<file path="src/rtl/calendar_pkg.sv">
//------------------------------------------------------------------------------
// Module   : calendar_pkg
// Purpose  : Shared widths, month-length table, FSM states and leap-year rule.
// Revision : 1.0
//------------------------------------------------------------------------------
`default_nettype none

package calendar_pkg;

    localparam int DAY_W   = 5;
    localparam int MONTH_W = 4;
    localparam int YEAR_W  = 13;

    // Indexed directly by month; out-of-range months map to 0 so no day validates.
    localparam logic [DAY_W-1:0] MONTH_DAYS [0:15] = '{
        5'd0,  5'd31, 5'd28, 5'd31, 5'd30, 5'd31, 5'd30, 5'd31,
        5'd31, 5'd30, 5'd31, 5'd30, 5'd31, 5'd0,  5'd0,  5'd0
    };

    typedef enum logic [0:0] {
        ST_RUN   = 1'b0,
        ST_CHECK = 1'b1
    } state_t;

    function automatic logic is_leap(input logic [YEAR_W-1:0] y);
        return ((y % 13'd400) == 13'd0) ||
               (((y % 13'd4) == 13'd0) && ((y % 13'd100) != 13'd0));
    endfunction

endpackage

`default_nettype wire

</file>
<file path="src/rtl/calendar_date_counter_if.sv">
//------------------------------------------------------------------------------
// Module   : calendar_date_counter_if
// Purpose  : Date-load valid/ready channel (load_dow under CALENDAR_DATE_COUNTER_DOW_EN).
// Revision : 1.0
//------------------------------------------------------------------------------
`default_nettype none

interface calendar_date_counter_if;
    import calendar_pkg::*;

    logic               load_valid;
    logic               load_ready;
    logic [DAY_W-1:0]   load_day;
    logic [MONTH_W-1:0] load_month;
    logic [YEAR_W-1:0]  load_year;
`ifdef CALENDAR_DATE_COUNTER_DOW_EN
    logic [2:0]         load_dow;
`endif

    modport master (
`ifdef CALENDAR_DATE_COUNTER_DOW_EN
        output load_dow,
`endif
        output load_valid, load_day, load_month, load_year,
        input  load_ready
    );

    modport slave (
`ifdef CALENDAR_DATE_COUNTER_DOW_EN
        input  load_dow,
`endif
        input  load_valid, load_day, load_month, load_year,
        output load_ready
    );

endinterface

`default_nettype wire

</file>
<file path="src/rtl/days_in_month.sv">
//------------------------------------------------------------------------------
// Module   : days_in_month
// Purpose  : Combinational month length for a (month, year) pair, leap-aware.
// Revision : 1.0
//------------------------------------------------------------------------------
`default_nettype none

module days_in_month
    import calendar_pkg::*;
(
    input  wire [MONTH_W-1:0] month,
    input  wire [YEAR_W-1:0]  year,
    output logic [DAY_W-1:0]  days
);

    always_comb begin
        days = MONTH_DAYS[month];
        if ((month == 4'd2) && is_leap(year)) begin
            days = 5'd29;
        end
    end

endmodule

`default_nettype wire

</file>
<file path="src/rtl/calendar_date_counter.sv">
//------------------------------------------------------------------------------
// Module   : calendar_date_counter
// Purpose  : Day/month/year register advanced by tick, with range-checked loads.
//            Weekday tracking is built when CALENDAR_DATE_COUNTER_DOW_EN is defined.
// Revision : 1.0
//------------------------------------------------------------------------------
`default_nettype none

module calendar_date_counter
    import calendar_pkg::*;
#(
    parameter int YEAR_MAX = 9999
) (
    input  wire                   clk,
    input  wire                   rst_n,
    input  wire                   tick,
    calendar_date_counter_if.slave ld,
    output logic [DAY_W-1:0]      day,
    output logic [MONTH_W-1:0]    month,
    output logic [YEAR_W-1:0]     year,
    output logic                  date_valid,
    output logic                  load_error,
    output logic                  wrap
`ifdef CALENDAR_DATE_COUNTER_DOW_EN
    ,
    output logic [2:0]            dow
`endif
);

    // The year field tops out at 2**YEAR_W-1; a larger YEAR_MAX is clamped so year+1 never overflows.
    localparam logic [YEAR_W-1:0] c_year_last =
        (YEAR_MAX > (2**YEAR_W - 1)) ? YEAR_W'(2**YEAR_W - 1) : YEAR_W'(YEAR_MAX);

    state_t             r_state;
    state_t             w_state_nxt;
    logic               r_load_ready;
    logic [DAY_W-1:0]   r_stage_day;
    logic [MONTH_W-1:0] r_stage_month;
    logic [YEAR_W-1:0]  r_stage_year;
    logic [DAY_W-1:0]   w_cur_dim;
    logic [DAY_W-1:0]   w_stage_dim;
    logic               w_stage_legal;
    logic               w_accept;
    logic               w_advance;
    logic               w_commit;
    logic               w_reject;
    logic [DAY_W-1:0]   w_inc_day;
    logic [MONTH_W-1:0] w_inc_month;
    logic [YEAR_W-1:0]  w_inc_year;
    logic               w_inc_wrap;
`ifdef CALENDAR_DATE_COUNTER_DOW_EN
    logic [2:0]         r_stage_dow;
`endif

    assign ld.load_ready = r_load_ready;

    days_in_month u_dim_cur (
        .month (month),
        .year  (year),
        .days  (w_cur_dim)
    );

    days_in_month u_dim_stage (
        .month (r_stage_month),
        .year  (r_stage_year),
        .days  (w_stage_dim)
    );

    always_comb begin
        w_stage_legal = (r_stage_month >= 4'd1) && (r_stage_month <= 4'd12) &&
                        (r_stage_day >= 5'd1)   && (r_stage_day <= w_stage_dim) &&
                        (r_stage_year >= 13'd1) && (r_stage_year <= c_year_last);
`ifdef CALENDAR_DATE_COUNTER_DOW_EN
        if (r_stage_dow == 3'd7) begin
            w_stage_legal = 1'b0;
        end
`endif
    end

    always_comb begin
        w_inc_day   = day + 5'd1;
        w_inc_month = month;
        w_inc_year  = year;
        w_inc_wrap  = 1'b0;
        if (day >= w_cur_dim) begin
            w_inc_day = 5'd1;
            if (month < 4'd12) begin
                w_inc_month = month + 4'd1;
            end else if (year < c_year_last) begin
                w_inc_month = 4'd1;
                w_inc_year  = year + 13'd1;
            end else begin
                w_inc_month = 4'd1;
                w_inc_year  = 13'd1;
                w_inc_wrap  = 1'b1;
            end
        end
    end

    always_ff @(posedge clk or negedge rst_n) begin
        if (!rst_n) begin
            r_state <= ST_RUN;
        end else begin
            r_state <= w_state_nxt;
        end
    end

    // A load accept takes priority over a tick in the same cycle.
    always_comb begin
        w_state_nxt = r_state;
        w_accept    = 1'b0;
        w_advance   = 1'b0;
        w_commit    = 1'b0;
        w_reject    = 1'b0;
        case (r_state)
            ST_RUN: begin
                if (ld.load_valid && r_load_ready) begin
                    w_accept    = 1'b1;
                    w_state_nxt = ST_CHECK;
                end else if (tick) begin
                    w_advance = 1'b1;
                end
            end
            ST_CHECK: begin
                w_state_nxt = ST_RUN;
                w_commit    = w_stage_legal;
                w_reject    = !w_stage_legal;
            end
            default: w_state_nxt = ST_RUN;
        endcase
    end

    always_ff @(posedge clk or negedge rst_n) begin
        if (!rst_n) begin
            day           <= 5'd1;
            month         <= 4'd1;
            year          <= 13'd1;
            date_valid    <= 1'b1;
            r_load_ready  <= 1'b1;
            load_error    <= 1'b0;
            wrap          <= 1'b0;
            r_stage_day   <= '0;
            r_stage_month <= '0;
            r_stage_year  <= '0;
        end else begin
            date_valid   <= (w_state_nxt == ST_RUN);
            r_load_ready <= (w_state_nxt == ST_RUN);
            load_error   <= w_reject;
            wrap         <= w_advance && w_inc_wrap;
            if (w_accept) begin
                r_stage_day   <= ld.load_day;
                r_stage_month <= ld.load_month;
                r_stage_year  <= ld.load_year;
            end
            if (w_commit) begin
                day   <= r_stage_day;
                month <= r_stage_month;
                year  <= r_stage_year;
            end else if (w_advance) begin
                day   <= w_inc_day;
                month <= w_inc_month;
                year  <= w_inc_year;
            end
        end
    end

`ifdef CALENDAR_DATE_COUNTER_DOW_EN
    always_ff @(posedge clk or negedge rst_n) begin
        if (!rst_n) begin
            dow         <= 3'd1;
            r_stage_dow <= 3'd0;
        end else begin
            if (w_accept) begin
                r_stage_dow <= ld.load_dow;
            end
            if (w_commit) begin
                dow <= r_stage_dow;
            end else if (w_advance) begin
                if (w_inc_wrap) begin
                    dow <= 3'd1;
                end else if (dow >= 3'd6) begin
                    dow <= 3'd0;
                end else begin
                    dow <= dow + 3'd1;
                end
            end
        end
    end
`endif

endmodule

`default_nettype wire
</file>
<file path="src/flat_wrapper.sv">
// flat-port wrapper written by rule: the top's interface ports become plain ports
module calendar_date_counter_flat import calendar_pkg::*;
#(
    parameter int YEAR_MAX = 9999
)
  (clk, rst_n, tick, day, month, year, date_valid, load_error, wrap, ld_load_valid, ld_load_day, ld_load_month, ld_load_year, ld_load_ready);
  calendar_date_counter_if ld_i ();
  input  wire clk;
  input  wire rst_n;
  input  wire tick;
  output logic [DAY_W-1:0] day;
  output logic [MONTH_W-1:0] month;
  output logic [YEAR_W-1:0] year;
  output logic date_valid;
  output logic load_error;
  output logic wrap;
  input wire logic [$bits(ld_i.load_valid)-1:0] ld_load_valid;
  input wire logic [$bits(ld_i.load_day)-1:0] ld_load_day;
  input wire logic [$bits(ld_i.load_month)-1:0] ld_load_month;
  input wire logic [$bits(ld_i.load_year)-1:0] ld_load_year;
  output wire logic [$bits(ld_i.load_ready)-1:0] ld_load_ready;
  assign ld_i.load_valid = ld_load_valid;
  assign ld_i.load_day = ld_load_day;
  assign ld_i.load_month = ld_load_month;
  assign ld_i.load_year = ld_load_year;
  assign ld_load_ready = ld_i.load_ready;
  calendar_date_counter #(.YEAR_MAX(YEAR_MAX)) u_core (.clk(clk), .rst_n(rst_n), .tick(tick), .ld(ld_i), .day(day), .month(month), .year(year), .date_valid(date_valid), .load_error(load_error), .wrap(wrap));
endmodule
</file>
<file path="config.mk">
export PLATFORM = sky130hd
export DESIGN_NAME = calendar_date_counter_flat
export DESIGN_NICKNAME = d
export VERILOG_FILES = /design/src/rtl/calendar_pkg.sv /design/src/rtl/calendar_date_counter_if.sv /design/src/rtl/days_in_month.sv /design/src/rtl/calendar_date_counter.sv /design/src/flat_wrapper.sv
export SDC_FILE = /design/constraint.sdc
export NUM_CORES = 1
export LEC_CHECK = 0
export CELL_PAD_IN_SITES_DETAIL_PLACEMENT = 2
export CELL_PAD_IN_SITES_GLOBAL_PLACEMENT = 2
export CORE_ASPECT_RATIO = 0.9
export CORE_UTILIZATION = 35
export CTS_CLUSTER_SIZE = 10
export DETAILED_ROUTE_END_ITERATION = 7
export GPL_TIMING_DRIVEN = 0
export PLACE_DENSITY_LB_ADDON = 0.08
export SKIP_LAST_GASP = 1
export SLEW_MARGIN = 15
export SYNTH_ARGS = -nofsm -noshare
export SYNTH_HDL_FRONTEND = slang
export SYNTH_HIERARCHICAL = 1
export SYNTH_SLANG_ARGS = --single-unit
</file>
<file path="constraint.sdc">
create_clock -name clk -period 7 [get_ports clk]
set_input_delay 1.4 -clock clk [delete_from_list [all_inputs] [get_ports clk]]
set_output_delay 1.4 -clock clk [all_outputs]
set_load 0.01 [all_outputs]
</file>
==> metrics.txt, run 1 <==
largest net degree at the start of global routing 28; fraction of layout cells with a size suffix above 1 0.140; largest area contributor in the netlist dfrtp_1; post-CTS setup buffers 0; Overflow after GRT 0; core area 16200 um^2; worst clock skew 0.00675 ns; IO Pins 52; Mapped Avg Cell Area 7.83 um^2; Mapped Area 5840 um^2; cell chain of the critical path buf_4, nand2b_1, o21ai_1, a211oi_1, a31oi_2, xnor2_2, nor2_1, a21oi_1, and3_1, buf_6, mux2_4, o31a_1, or3b_1, a211oi_1, o32ai_1, a221oi_2, ha_1, nor2b_1, o21ai_2, a21boi_1, buf_2, buf_2, o21ai_0, a31oi_1; Hold WS 0.576 ns; final hold violations 0; CTS sink cnt 48; relative slew slack 0.498; Worst EP arrival 6.60 ns; clk_lat worst skew 0.29 ns; Tot GR Track Use 0.267; DR vias/cell 6.24; DRC Markers 0; setup TNS 0 ns; Tmin final 6.40 ns; # port buffers 51; number of global-route vias before repair 6941; period utilization 0.914; Starting DRT DRC Count 350; Post-synth EDFFs 0; Seq cells post-synth 48; RSZ-0062 raised after global routing false; diode count 0; fillcell total 1871; Post-Syn Instances 746; clk slew on worst S/H paths 0.06 ns; Post-CTS Resized 0; Critical Path Fanout Max 11; pre-CTS setup slack 0.694 ns; most numerous cell in the Yosys netlist nand2_1; CTS Buf Count 5; slowest CP cell dfrtp_1; area fraction of the dominant cell type after synthesis 0.189; ys async rst share 1.00; kind of critical path reg2reg; H-tree levels 2; Pre-Repair DR Iteration Count 5; slowest stage delay, CP 0.58 ns; synth warn 6; Layout area overhead 16.2%; sequential area share after synthesis 0.207; TritonCTS clock tree done; Max Cap Viol 0; Starting Density 0.360; Synth Net Count 785; global placement routability congestion 0.898; top_reg_cell synth dfrtp_1; Worst-Margin Slew 0.746 ns; CTS root buf clkbuf_16; WL/cell 22.0 um; Pins Over Slew Limit 0; Distinct cells, synth 92; PnR worst setup slack 0.604 ns; final setup vio count 0; fmax 156 MHz; hold_buf cts 0; Hold Crit Class reg2reg; initial antenna violation count 0; status complete, no violations; WL final 22.3 mm; crit path launch type register; hpwl dp 17.3 mm; post-route ant nets 0; Die Span X 138 um; routed vias 6317; Die ar. 17200 um^2; synth cell count leaders nand2_1 (109), dfrtp_1 (44), o21ai_0 (38); Setup crit end kind register; dominant cells by area after synthesis dfrtp_1 (19%), nand2_1 (7.0%), o21ai_0 (3.3%); first-pass GRT wire length 37.6 mm; CTS max path bufs 2; Final Net Count 844; Critical Path RT 7.20 ns; num rows 44; die height 125 um
==> stage by stage <==
step           instance area, um^2  instances   util
6_report                      6790       1013  0.418
5_1_grt                       6790       1013  0.418
4_1_cts                       6790       1013  0.418
3_5_place_dp                  6630       1005  0.408
3_3_place_gp                  6610       1004  0.407
2_1_floorplan                 5840        746      -
==> kinds of logic after synthesis <==
group,Yosys count,share of synthesized area
XOR/XNOR,8,0.0146
AO/OA/AOI/OAI,251,0.335
adder cells (fa/ha/maj),13,0.0278
multiplexers,8,0.0169
AND/OR/NAND/NOR,343,0.320
buffers and inverters,75,0.0786
flip-flops,48,0.207
==> state kept, by name (all words and copies together), names as in the netlist <==
signal / flops
u_core/load_error: 1
u_core/year: 13
u_core/r_state: 1
u_core/month: 4
u_core/wrap: 1
u_core/r_stage_month: 4
u_core/ld.load_ready: 1
u_core/r_stage_year: 13
u_core/r_stage_day: 5
u_core/day: 5
==> critical path: cells and delay by family, from the launching register on <==
family	cells	cell delay (ns)
flops	1	0.58
fa+ha+maj	1	0.26
buf+inv	4	0.92
xor+xnor	1	0.42
simple gates	5	1.07
compound gates	12	2.69
mux	1	0.33
==> final cells by class <==
class                   count  area (um^2)  share of cell area
multi-input cells         623         4180               0.615
repair buffers             52          526              0.0774
flip-flops and latches     48         1210               0.178
inverters                  22         82.6              0.0122
clock buffers               6          129              0.0190
well taps                 207          259              0.0381
clock inverters             2         35.0             0.00516
plain buffers              53          377              0.0555
==> layout by cell type (no fill, tap or decap), types with 20 or more instances in the layout <==
cell	Yosys	routed
a21oi_1	36	36
a31oi_1	24	24
buf_4	20	20
clkdlybuf4s50_1	0	50
dfrtp_1	44	44
inv_1	22	22
nand2_1	109	109
nand3_1	21	21
nor2_1	34	34
nor3_1	29	29
nor4_1	21	21
o21ai_0	38	38
==> worst paths after layout <==
path / startpoint / endpoint / slack (ns) / cells after the start
worst max-delay path: u_core/year[7] / u_core/year[2] / 0.60 / 24
worst min-delay path: u_core/r_stage_day[4] / u_core/r_stage_day[4] / 0.58 / 2
worst max register to register: u_core/year[7] / u_core/year[2] / 0.60 / 24
worst min register to register: u_core/r_stage_day[4] / u_core/r_stage_day[4] / 0.58 / 2
max in group asynchronous: rst_n / u_core/year[6] / 5.36 / 2
min in group asynchronous: rst_n / u_core/r_stage_day[3] / 1.10 / 1
==> metal layers <==
metal	GRT usage	vias up	wire length, um
met2	0.466	112	10900
li1	-	2969	-
met4	0.0397	0	173
met5	0	-	0
met3	0.0150	14	477
met1	0.369	3222	10800
Power of run 1 is not shown: default switching activity piles up to over one toggle a cycle in this logic, so the estimate is an artifact.
==> run 2, diff against run 1 <==
--- a/config.mk
+++ b/config.mk
@@ -9,7 +9,7 @@
 export CELL_PAD_IN_SITES_GLOBAL_PLACEMENT = 2
 export CORE_ASPECT_RATIO = 0.9
 export CORE_UTILIZATION = 35
-export CTS_CLUSTER_SIZE = 10
+export CTS_CLUSTER_SIZE = 14
 export DETAILED_ROUTE_END_ITERATION = 7
 export GPL_TIMING_DRIVEN = 0
 export PLACE_DENSITY_LB_ADDON = 0.08
==> results of run 2 <==
The final DEF is identical to that of run 1; final timing and power are the same.
Power of run 2 is left out for the same reason.
==> run 3, diff against run 2 <==
--- a/config.mk
+++ b/config.mk
@@ -9,11 +9,10 @@
 export CELL_PAD_IN_SITES_GLOBAL_PLACEMENT = 2
 export CORE_ASPECT_RATIO = 0.9
 export CORE_UTILIZATION = 35
-export CTS_CLUSTER_SIZE = 14
+export CTS_CLUSTER_SIZE = 8
 export DETAILED_ROUTE_END_ITERATION = 7
 export GPL_TIMING_DRIVEN = 0
 export PLACE_DENSITY_LB_ADDON = 0.08
-export SKIP_LAST_GASP = 1
 export SLEW_MARGIN = 15
 export SYNTH_ARGS = -nofsm -noshare
 export SYNTH_HDL_FRONTEND = slang
==> results of run 3 <==
The final DEF is identical to that of run 1; final timing and power are the same.
Power of run 3 is left out for the same reason.
